File: config.mk
export PLATFORM = sky130hd
export DESIGN_NAME = des_key_sched_ctrl
export DESIGN_NICKNAME = d
export VERILOG_FILES = /design/src/rtl/des_key_pkg.sv /design/src/rtl/des_pc2.sv /design/src/rtl/des_key_sched_ctrl.sv
export SDC_FILE = /design/constraint.sdc
export NUM_CORES = 1
export LEC_CHECK = 0
export ABC_CLOCK_PERIOD_IN_PS = 4800
export BUFFER_PORTS_ARGS = -buffer_cell sky130_fd_sc_hd__buf_2
export CAP_MARGIN = 40
export CORE_AREA = 4 4 112 114
export CTS_CLUSTER_DIAMETER = 200
export DETAILED_ROUTE_END_ITERATION = 16
export DIE_AREA = 0 0 116 118
export PLACE_DENSITY = 0.78
export SETUP_SLACK_MARGIN = 0.2
export SYNTH_ARGS = -nofsm -noshare
export SYNTH_HDL_FRONTEND = slang
export SYNTH_SLANG_ARGS = --single-unit
File: constraint.sdc
create_clock -name clk -period 4.8 [get_ports clk]
set_clock_uncertainty 0.1 [all_clocks]
set_input_delay 0.72 -clock clk [delete_from_list [all_inputs] [get_ports clk]]
set_output_delay 0.72 -clock clk [all_outputs]
set_load 0.005 [all_outputs]
File: src/rtl/des_key_pkg.sv
// Shared DES key-schedule constants: rotation schedule, PC-2 selection table,
// sequencer states and 28-bit half rotations.
package des_key_pkg;

    typedef enum logic {IDLE = 1'b0, ROUND = 1'b1} state_e;

    localparam logic [1:0] SHIFTS [16] = '{
        2'd1, 2'd1, 2'd2, 2'd2, 2'd2, 2'd2, 2'd2, 2'd2,
        2'd1, 2'd2, 2'd2, 2'd2, 2'd2, 2'd2, 2'd2, 2'd1
    };

    // 1-based FIPS numbering: entry 1 is the MSB of {C,D}, entry 0 is the subkey MSB
    localparam logic [5:0] PC2 [48] = '{
        6'd14, 6'd17, 6'd11, 6'd24, 6'd1,  6'd5,  6'd3,  6'd28,
        6'd15, 6'd6,  6'd21, 6'd10, 6'd23, 6'd19, 6'd12, 6'd4,
        6'd26, 6'd8,  6'd16, 6'd7,  6'd27, 6'd20, 6'd13, 6'd2,
        6'd41, 6'd52, 6'd31, 6'd37, 6'd47, 6'd55, 6'd30, 6'd40,
        6'd51, 6'd45, 6'd33, 6'd48, 6'd44, 6'd49, 6'd39, 6'd56,
        6'd34, 6'd53, 6'd46, 6'd42, 6'd50, 6'd36, 6'd29, 6'd32
    };

    function automatic logic [27:0] rotl28(input logic [27:0] x, input logic [1:0] n);
        case (n)
            2'd1:    rotl28 = {x[26:0], x[27]};
            2'd2:    rotl28 = {x[25:0], x[27:26]};
            default: rotl28 = x;
        endcase
    endfunction

    function automatic logic [27:0] rotr28(input logic [27:0] x, input logic [1:0] n);
        case (n)
            2'd1:    rotr28 = {x[0], x[27:1]};
            2'd2:    rotr28 = {x[1:0], x[27:2]};
            default: rotr28 = x;
        endcase
    endfunction

endpackage

File: src/rtl/des_pc2.sv
// Combinational PC-2: selects 48 of the 56 {C,D} bits to form a round subkey.
module des_pc2
    import des_key_pkg::*;
(
    input  logic [55:0] cd_i,
    output logic [47:0] subkey_o
);

    for (genvar j = 0; j < 48; j++) begin : g_sel
        assign subkey_o[47-j] = cd_i[56 - int'(PC2[j])];
    end

endmodule

File: src/rtl/des_key_sched_ctrl.sv
// Handshaked DES key-schedule sequencer: latches a PC-1 key, walks C/D through
// the shift schedule in encrypt or decrypt order and emits one subkey per handshake.
module des_key_sched_ctrl
    import des_key_pkg::*;
#(
    parameter int ROUNDS   = 16,
    parameter int KEY_W    = 56,
    parameter int SUBKEY_W = 48
) (
    input  logic                clk,
    input  logic                rst,
    input  logic [KEY_W-1:0]    key_in,
    input  logic                decrypt,
    input  logic                key_valid,
    output logic                key_ready,
    input  logic                abort,
    output logic [SUBKEY_W-1:0] subkey,
    output logic                subkey_valid,
    input  logic                subkey_ready,
    output logic [3:0]          round_idx,
    output logic                subkey_last,
    output logic                busy,
    output logic                done
);

    if (ROUNDS != 16 || KEY_W != 56 || SUBKEY_W != 48) begin : g_bad_param
        $error("des_key_sched_ctrl: DES requires ROUNDS=16, KEY_W=56, SUBKEY_W=48");
    end

    state_e      state_q;
    logic [27:0] c_q, d_q;
    logic [3:0]  round_q;
    logic        mode_q;
    logic        done_q;
    logic [1:0]  enc_sh, dec_sh;

    // Amount applied on the handshake that leaves round round_q
    assign enc_sh = SHIFTS[round_q + 4'd1];
    assign dec_sh = SHIFTS[4'd15 - round_q];

    always_ff @(posedge clk) begin
        if (rst) begin
            state_q <= IDLE;
            c_q     <= '0;
            d_q     <= '0;
            round_q <= '0;
            mode_q  <= 1'b0;
            done_q  <= 1'b0;
        end else begin
            done_q <= 1'b0;
            case (state_q)
                IDLE: begin
                    if (key_valid) begin
                        mode_q  <= decrypt;
                        round_q <= '0;
                        state_q <= ROUND;
                        // Decrypt starts at K16: cumulative rotation 28 is the identity
                        c_q <= decrypt ? key_in[55:28] : rotl28(key_in[55:28], SHIFTS[0]);
                        d_q <= decrypt ? key_in[27:0]  : rotl28(key_in[27:0],  SHIFTS[0]);
                    end
                end
                ROUND: begin
                    if (abort) begin
                        state_q <= IDLE;
                        c_q     <= '0;
                        d_q     <= '0;
                        round_q <= '0;
                    end else if (subkey_ready) begin
                        if (round_q == 4'd15) begin
                            state_q <= IDLE;
                            c_q     <= '0;
                            d_q     <= '0;
                            round_q <= '0;
                            done_q  <= 1'b1;
                        end else begin
                            c_q     <= mode_q ? rotr28(c_q, dec_sh) : rotl28(c_q, enc_sh);
                            d_q     <= mode_q ? rotr28(d_q, dec_sh) : rotl28(d_q, enc_sh);
                            round_q <= round_q + 4'd1;
                        end
                    end
                end
                default: state_q <= IDLE;
            endcase
        end
    end

    des_pc2 u_pc2 (
        .cd_i     ({c_q, d_q}),
        .subkey_o (subkey)
    );

    assign key_ready    = (state_q == IDLE);
    assign subkey_valid = (state_q == ROUND);
    assign busy         = (state_q == ROUND);
    assign round_idx    = round_q;
    assign subkey_last  = subkey_valid && (round_q == 4'd15);
    assign done         = done_q;

endmodule

### Word-level counts from Yosys, hierarchy flattened

Memories as Yosys holds them, arrays and structs flattened.
Cells that the tools add are included.

| word-level totals | value |
|---|---|
| memories kept | 2 |
| latch bits | 0 |
| RAM bits | 0 |
| output and inout port bits | 57 |
| bits in registers | 63 |
| bits in read-only memories | 64 |
| logic and storage cells | 63 |
| bits of input ports | 62 |

| cells by class | value |
|---|---|
| equal/unequal tests | 9 |
| $mul | 0 |
| shift operators | 0 |
| order comparisons | 2 |
| divide/modulo/power cells | 0 |
| multiplexer cells | 33 |
| reduce and logical (&&, ||, !) cells | 5 |
| bitwise operators | 4 |
| add/sub/neg operators | 2 |

Memory list:

| name | depth | bits a word | read ports | clocked after Yosys merged registers in | write ports | line | text |
|---|---|---|---|---|---|---|---|
| (name not given) | 16 | 2 | 1 | 0 | 0 | des_key_sched_ctrl.sv:39 | `assign dec_sh = SHIFTS[4'd15 - round_q];` |
| (name not given) | 16 | 2 | 1 | 0 | 0 | des_key_sched_ctrl.sv:38 | `assign enc_sh = SHIFTS[round_q + 4'd1];` |

Operator list:

| operator | count |
|---|---|
| 28-bit 2-to-1 mux | 12 |
| 28-bit one-hot mux with 2 select lines | 6 |
| 4-bit 2-to-1 mux | 4 |
| 5-bit greater-or-equal comparator, second input constant | 2 |
| 4-bit NOT with 5-bit output | 2 |
| 2-bit 2-to-1 mux | 4 |
| 4-bit one-hot mux with 2 select lines | 1 |
| 6-bit by 2-bit inequality test with 1-bit output, second input constant | 1 |
| 6-bit by 3-bit inequality test with 1-bit output, second input constant | 1 |
| 1-bit 2-to-1 mux | 5 |
| 4-bit by 1-bit adder with 4-bit output, second input constant | 1 |
| 2-bit by 1-bit == test with 1-bit output, second input constant | 2 |
| 2-bit == test, second input constant | 2 |
| 4-bit == test, second input constant | 1 |
| 2-bit AND reduction | 2 |
| 4-bit AND reduction | 1 |
| 4-bit OR reduction | 1 |
| 4-bit subtractor, first input constant | 1 |
| 3-bit inequality test, second input constant | 1 |
| 2-bit inequality test, second input constant | 1 |
| 1-bit NOT | 2 |
| 1-bit one-hot mux with 2 select lines | 1 |
| 1-bit logical AND | 1 |

### Depth between registers and ports, before layout

| depth | value |
|---|---|
| depth in word-level cells | 12 |
| depth in mapped cells | 14 |
| depth with buffers taken out | 11 |

### Cells and area by module

A second synthesis with hierarchy kept.

| unflattened totals | value |
|---|---|
| cell total of the unflattened synthesis | 752 |
| area, all modules | 6206.0 um^2 |

By module, submodules not included:

| module | times used | area an instance (um^2) | cells each | seq. area each (um^2) |
|---|---|---|---|---|
| des_key_sched_ctrl | 1 | 5845.6 | 704 | 1261.2 |
| des_pc2 | 1 | 360.3 | 48 | 0.0 |

### Worst setup path before layout

No wires, ideal clock.

| timing path | value |
|---|---|
| kind | reg2reg |
| start | register round_q[0], in the netlist round_idx[0] |
| end | register c_q[1] |
| setup time | 0.146 ns |
| arrival time | 2.518 ns |
| stages on the path, launching flop included | 14 |
| period minus slack after synthesis | 2.764 ns |
| data required time | 4.554 ns |
| path slack | 2.036 ns |
| buffers on the path | 3 |
| cell sequence | dfxtp_1 inv_1 ha_1 nor2b_1 a21oi_1 o22ai_1 a21oi_1 ha_1 buf_2 buf_4 buf_2 a211o_1 a31oi_1 a211oi_2 |

| between the ends | value |
|---|---|
| word-level cells in the longest chain between the ends | 12 |
| elaborated cells between the ends (all ways) | 25 |
| classes of those cells | 2 x add/sub; 7 x eq/ne; 11 x mux; 2 x bitwise; 1 x reduce/logical; 2 x memory |

RTL lines:

| element | line | text |
|---|---|---|
| start: declaration | des_key_sched_ctrl.sv:32 | `logic [3:0] round_q;` |
| start signal: assignment | des_key_sched_ctrl.sv:78 | `round_q <= round_q + 4'd1;` |
| 4-bit by 1-bit adder with 4-bit output / 4-bit subtractor (equally long branches) | des_key_sched_ctrl.sv:38, des_key_sched_ctrl.sv:39 |  |
| 4-bit NOT with 5-bit output, on equally long branches | des_key_sched_ctrl.sv:38, des_key_sched_ctrl.sv:39 |  |
| memory read 16 x 2 bit, on equally long branches | - |  |
| 2-bit 2-to-1 mux, on equally long branches (2 in a row) | des_key_sched_ctrl.sv:38, des_key_sched_ctrl.sv:39 |  |
| 2-bit == test (tied with other cells) | des_key_pkg.sv:23 | `case (n)` |
| 28-bit one-hot mux with 2 select lines, on equally long branches | des_key_pkg.sv:23, des_key_pkg.sv:31 |  |
| 28-bit 2-to-1 mux | des_key_sched_ctrl.sv:76 | `c_q <= mode_q ? rotr28(c_q, dec_sh) : rotl28(c_q, enc_sh);` |
| 28-bit 2-to-1 mux | des_key_sched_ctrl.sv:69 | `if (round_q == 4'd15) begin` |
| 28-bit 2-to-1 mux | des_key_sched_ctrl.sv:68 | `end else if (subkey_ready) begin` |
| 28-bit 2-to-1 mux | des_key_sched_ctrl.sv:63 | `if (abort) begin` |
| 28-bit one-hot mux with 2 select lines | des_key_sched_ctrl.sv:51 | `case (state_q)` |
| end signal: assignment | des_key_sched_ctrl.sv:58 | `c_q <= decrypt ? key_in[55:28] : rotl28(key_in[55:28], SHIFTS[0]);` |
| end signal: assignment | des_key_sched_ctrl.sv:76 |  |
| end: declaration | des_key_sched_ctrl.sv:31 | `logic [27:0] c_q, d_q;` |

Several ways; a longest one is shown, not always the timed one. The select of a mux whose other input is x is not followed.
A chain may end at the register's enable or synchronous reset.

### Worst setup path in the final report

| timing path | value |
|---|---|
| start | register round_q[0], in the netlist round_idx[0] |
| end | register d_q[23] |

| between the ends | value |
|---|---|
| word-level cells in the longest chain between the ends | 12 |
| elaborated cells between the ends (all ways) | 25 |
| classes of those cells | 2 x add/sub; 7 x eq/ne; 11 x mux; 2 x bitwise; 1 x reduce/logical; 2 x memory |

RTL lines:

| element | line | text |
|---|---|---|
| 4-bit by 1-bit adder with 4-bit output / 4-bit subtractor (equally long branches) | des_key_sched_ctrl.sv:38, des_key_sched_ctrl.sv:39 |  |
| 4-bit NOT with 5-bit output, on equally long branches | des_key_sched_ctrl.sv:38, des_key_sched_ctrl.sv:39 |  |
| memory read 16 x 2 bit, on equally long branches | - |  |
| 2-bit 2-to-1 mux, on equally long branches (2 in a row) | des_key_sched_ctrl.sv:38, des_key_sched_ctrl.sv:39 |  |
| 2-bit == test (tied with other cells) | des_key_pkg.sv:23 |  |
| 28-bit one-hot mux with 2 select lines, on equally long branches | des_key_pkg.sv:23, des_key_pkg.sv:31 |  |
| 28-bit 2-to-1 mux | des_key_sched_ctrl.sv:77 | `d_q <= mode_q ? rotr28(d_q, dec_sh) : rotl28(d_q, enc_sh);` |
| 28-bit 2-to-1 mux | des_key_sched_ctrl.sv:69 |  |
| 28-bit 2-to-1 mux | des_key_sched_ctrl.sv:68 |  |
| 28-bit 2-to-1 mux | des_key_sched_ctrl.sv:63 |  |
| 28-bit one-hot mux with 2 select lines | des_key_sched_ctrl.sv:51 |  |
| end signal: assignment | des_key_sched_ctrl.sv:59 | `d_q <= decrypt ? key_in[27:0] : rotl28(key_in[27:0], SHIFTS[0]);` |
| end signal: assignment | des_key_sched_ctrl.sv:77 |  |
| end: declaration | des_key_sched_ctrl.sv:31 |  |

Several ways; a longest one is shown, not always the timed one. The select of a mux whose other input is x is not followed.

==> impl_metrics.yaml <==
placement:
  dpl.hpwl_um: 9934
  gp_congestion: 0.8125
  placed_cells: 896
  port_buffers: 118
yosys:
  synth_nets: 822
  yosysUniqueCellTypes: 35
  yosysTopAreaCell: "dfxtp_1"
  ys_seq_area_share_pct: 20.32
  syn_area_sq_mm: 0.006206
  ys.warnings.count: 0
  syn_inst: 752
  yosysTopAreaCellShare_pct: 20.32
  synth-seq-cells: 63
  avgSynthCellArea_sq_um: 8.253
  synthTopCellsByArea: "dfxtp_1 (20%), mux2i_1 (19%), a211oi_2 (8.1%)"
die:
  die_y_um: 118
  die_area_sq_mm: 0.01369
  row_count: 39
  top_level_ports: 119
  start_util_pct: 54.35
  die_w_um: 116
  core_area_sq_mm: 0.01142
setup_path:
  crit_path_max_fanout: 56
  cp-end-kind: "flop"
  worstSetupPathType: "flop to flop"
  crit_family: "compound AO/OA/AOI/OAI gates"
  reg2reg_from: "round_idx[0]"
  r2r-end: "d_q[23]"
  cp-startpoint: "round_idx[0]"
  cp.depth: 11
  reg2reg_slack_ps: 1450
  crit_top_cell: "a21oi_1"
  r2r_cells: 11
  startpoint_type: "flop"
  max_stage_delay_ps: 670
  cp_num_buf_inv: 2
  endpoint: "d_q[23]"
  cp_data_arrival_time_ps: 3420
  crit_path_cell_trace: "inv_1, ha_1, nor2b_1, a21oi_1, o22ai_1, a21oi_1, ha_4, mux2_4, a21oi_4, buf_4, a211oi_2"
  crit_slowest_cell: "buf_4"
  worst_ep_required_time_ps: 4870
cts:
  htreeDepth: 3
  post_cts_buffers: 0
  clk_latency_ps: 330
  cts_sinks: 63
  cts_tree: "done"
  clockBufferDepth: 2
  numCtsBuffers: 9
  cts_hold_buf: 0
  clk_pin_slew_ps: 50
  ctsResizeCount: 0
  cts-root-buf: "clkbuf_16"
layout:
  fill_cells: 1067
  antennaDiodeCount: 0
  mostFrequentLayoutCells: "buf_2 (117), mux2i_1 (115), dfxtp_1 (61)"
  layoutNonFillerInstCount: 911
  fin_util_pct: 57.89
  area_growth_pct: 6.512
  final_layout_size_suffix_gt1_share_pct: 26.56
  finalNetCount: 834
  final_common_cell: "buf_2"
sta:
  max_freq_mhz: 298.3
  slew-limit-headroom_pct: 40.63
  timing.final.crit_period_ps: 3352
  layout_worst_path_cycle_share_pct: 69.84
  rsz0062_at_grt: "false"
  finalSetupViolations: 0
  tightestPinTransition_ps: 890.5
  setup_tns_ps: 0
  hold_viol: 0
  slew_viol_final: 0
global_routing:
  grt_pass1_wl_um: 26030
  grt_max_degree: 62
  overflow: 0
  antenna_found_initial: 0
  gr-usage-all-layers_pct: 22.53
  first_global_vias: 5137
routing:
  drc: 0
  via_per_inst: 6.172
  wl_per_cell_um: 17.37
  vias: 5623
  dr.pass1.iters: 5
  drt-total-wl_um: 15830
  drt_iter0_markers: 512
  drtAntennaViolNets: 0
min_path:
  hp-start: "round_idx[0]"
  hold_path.class: "flop to flop"
pwr:
  p_leak_nw: 2.938
  p_per_area_mw_per_mm2: 284.1
  peakVddDrop_mv: 0.1846
run_status:
  status: "complete, no violations"
flow_run:
  drv_cap: 0
-- Yosys cell counts --
cell        n
a211o_1    55
a211oi_1   16
a211oi_2   40
a21oi_1    56
a21oi_2    11
a22oi_1     2
a31oi_1    55
and2_1      1
and3_4      1
buf_1       2
buf_12      2
buf_2      27
buf_4      66
buf_6       8
clkbuf_1   22
dfxtp_1    63
ha_1        8
inv_1       5
mux2_4      1
mux2i_1   115
nand2_1    59
nand2b_1    1
nand2b_4    1
nand3_1     4
nand3b_4    1
nor2_1     60
nor2_4      1
nor2b_1    58
nor3_1      2
nor4_1      1
o21ai_0     4
o22a_2      1
o22ai_1     1
o22ai_2     1
or4_1       1
-- sequential cells by signal, indices dropped and copies added, names as in the netlist --
signal / flops
c_q: 28
d_q: 28
round_idx: 4
busy: 1
done: 1
mode_q: 1
-- final cells by class --
class	count	area [sq um]	area share, %
timing repair buffer	128	725.7	10.98
clock buffer	11	242.7	3.672
tap	143	178.9	2.707
clock inverter	4	70.07	1.060
sequential	63	1266	19.16
inverter	5	18.77	0.2839
multi-input combinational	557	4108	62.14
-- per-stage QoR --
step / power (mW) / hold WS [ps] / cell area [sq um] / setup WS [ps]
after floorplan: 1.085 / 417.5 / 6206 / 2036
after global placement: 1.166 / 421.9 / 6210 / 1514
after detailed placement: 1.178 / 438.9 / 6297 / 1474
after CTS: 1.876 / 449.9 / 6610 / 1465
after global routing: 1.966 / 510.3 / 6610 / 1181
final: 1.878 / 450.5 / 6610 / 1448
-- worst register-to-register path, cell delays in order, from the launching register on --
cell and delay, ps:
dfxtp_1 440, inv_1 130, ha_1 340, nor2b_1 70, a21oi_1 120, o22ai_1 110, a21oi_1 310, ha_4 250
mux2_4 300, a21oi_4 140, buf_4 670, a211oi_2 220
-- per-layer routing --
| metal | part of all wire [%] | vias to the layer above | track usage [%] | wire [um] |
|---|---|---|---|---|
| met5 | 0 | - | 0 | 0 |
| met4 | 0.88 | 0 | 4.278 | 140 |
| met3 | 6.8 | 14 | 3.959 | 1082 |
| met2 | 48 | 198 | 36.44 | 7586 |
| met1 | 44 | 2695 | 31.40 | 7017 |
| li1 | - | 2716 | - | - |
-- power breakdown --
part           total [mW]  switching (mW)  internal (mW)
Sequential          0.656          0.0809          0.575
Combinational       0.516           0.271          0.245
Clock               0.706           0.242          0.464
-- worst min-delay path by stage --
stage / endpoint / slack, ps / cells past startpoint
global route: c_q[25] / 510 / 2
global placement: round_idx[0] / 420 / 2
finish: round_idx[0] / 450 / 2
detailed placement: round_idx[0] / 440 / 2
floorplan: round_idx[0] / 420 / 2
CTS: round_idx[0] / 450 / 2
-- logic make-up (layout without fill, tap and decap cells) --
family          count (synthesis)  in the layout  synth area share (%)
compound gates                242            242                 30.40
simple gates                  191            191                 14.86
buf+inv                       132            148                 14.01
mux                           116            116                 18.79
flops                          63             63                 20.32
fa+ha+maj                       8              8                 1.613
(Power assumes the default switching activity.)
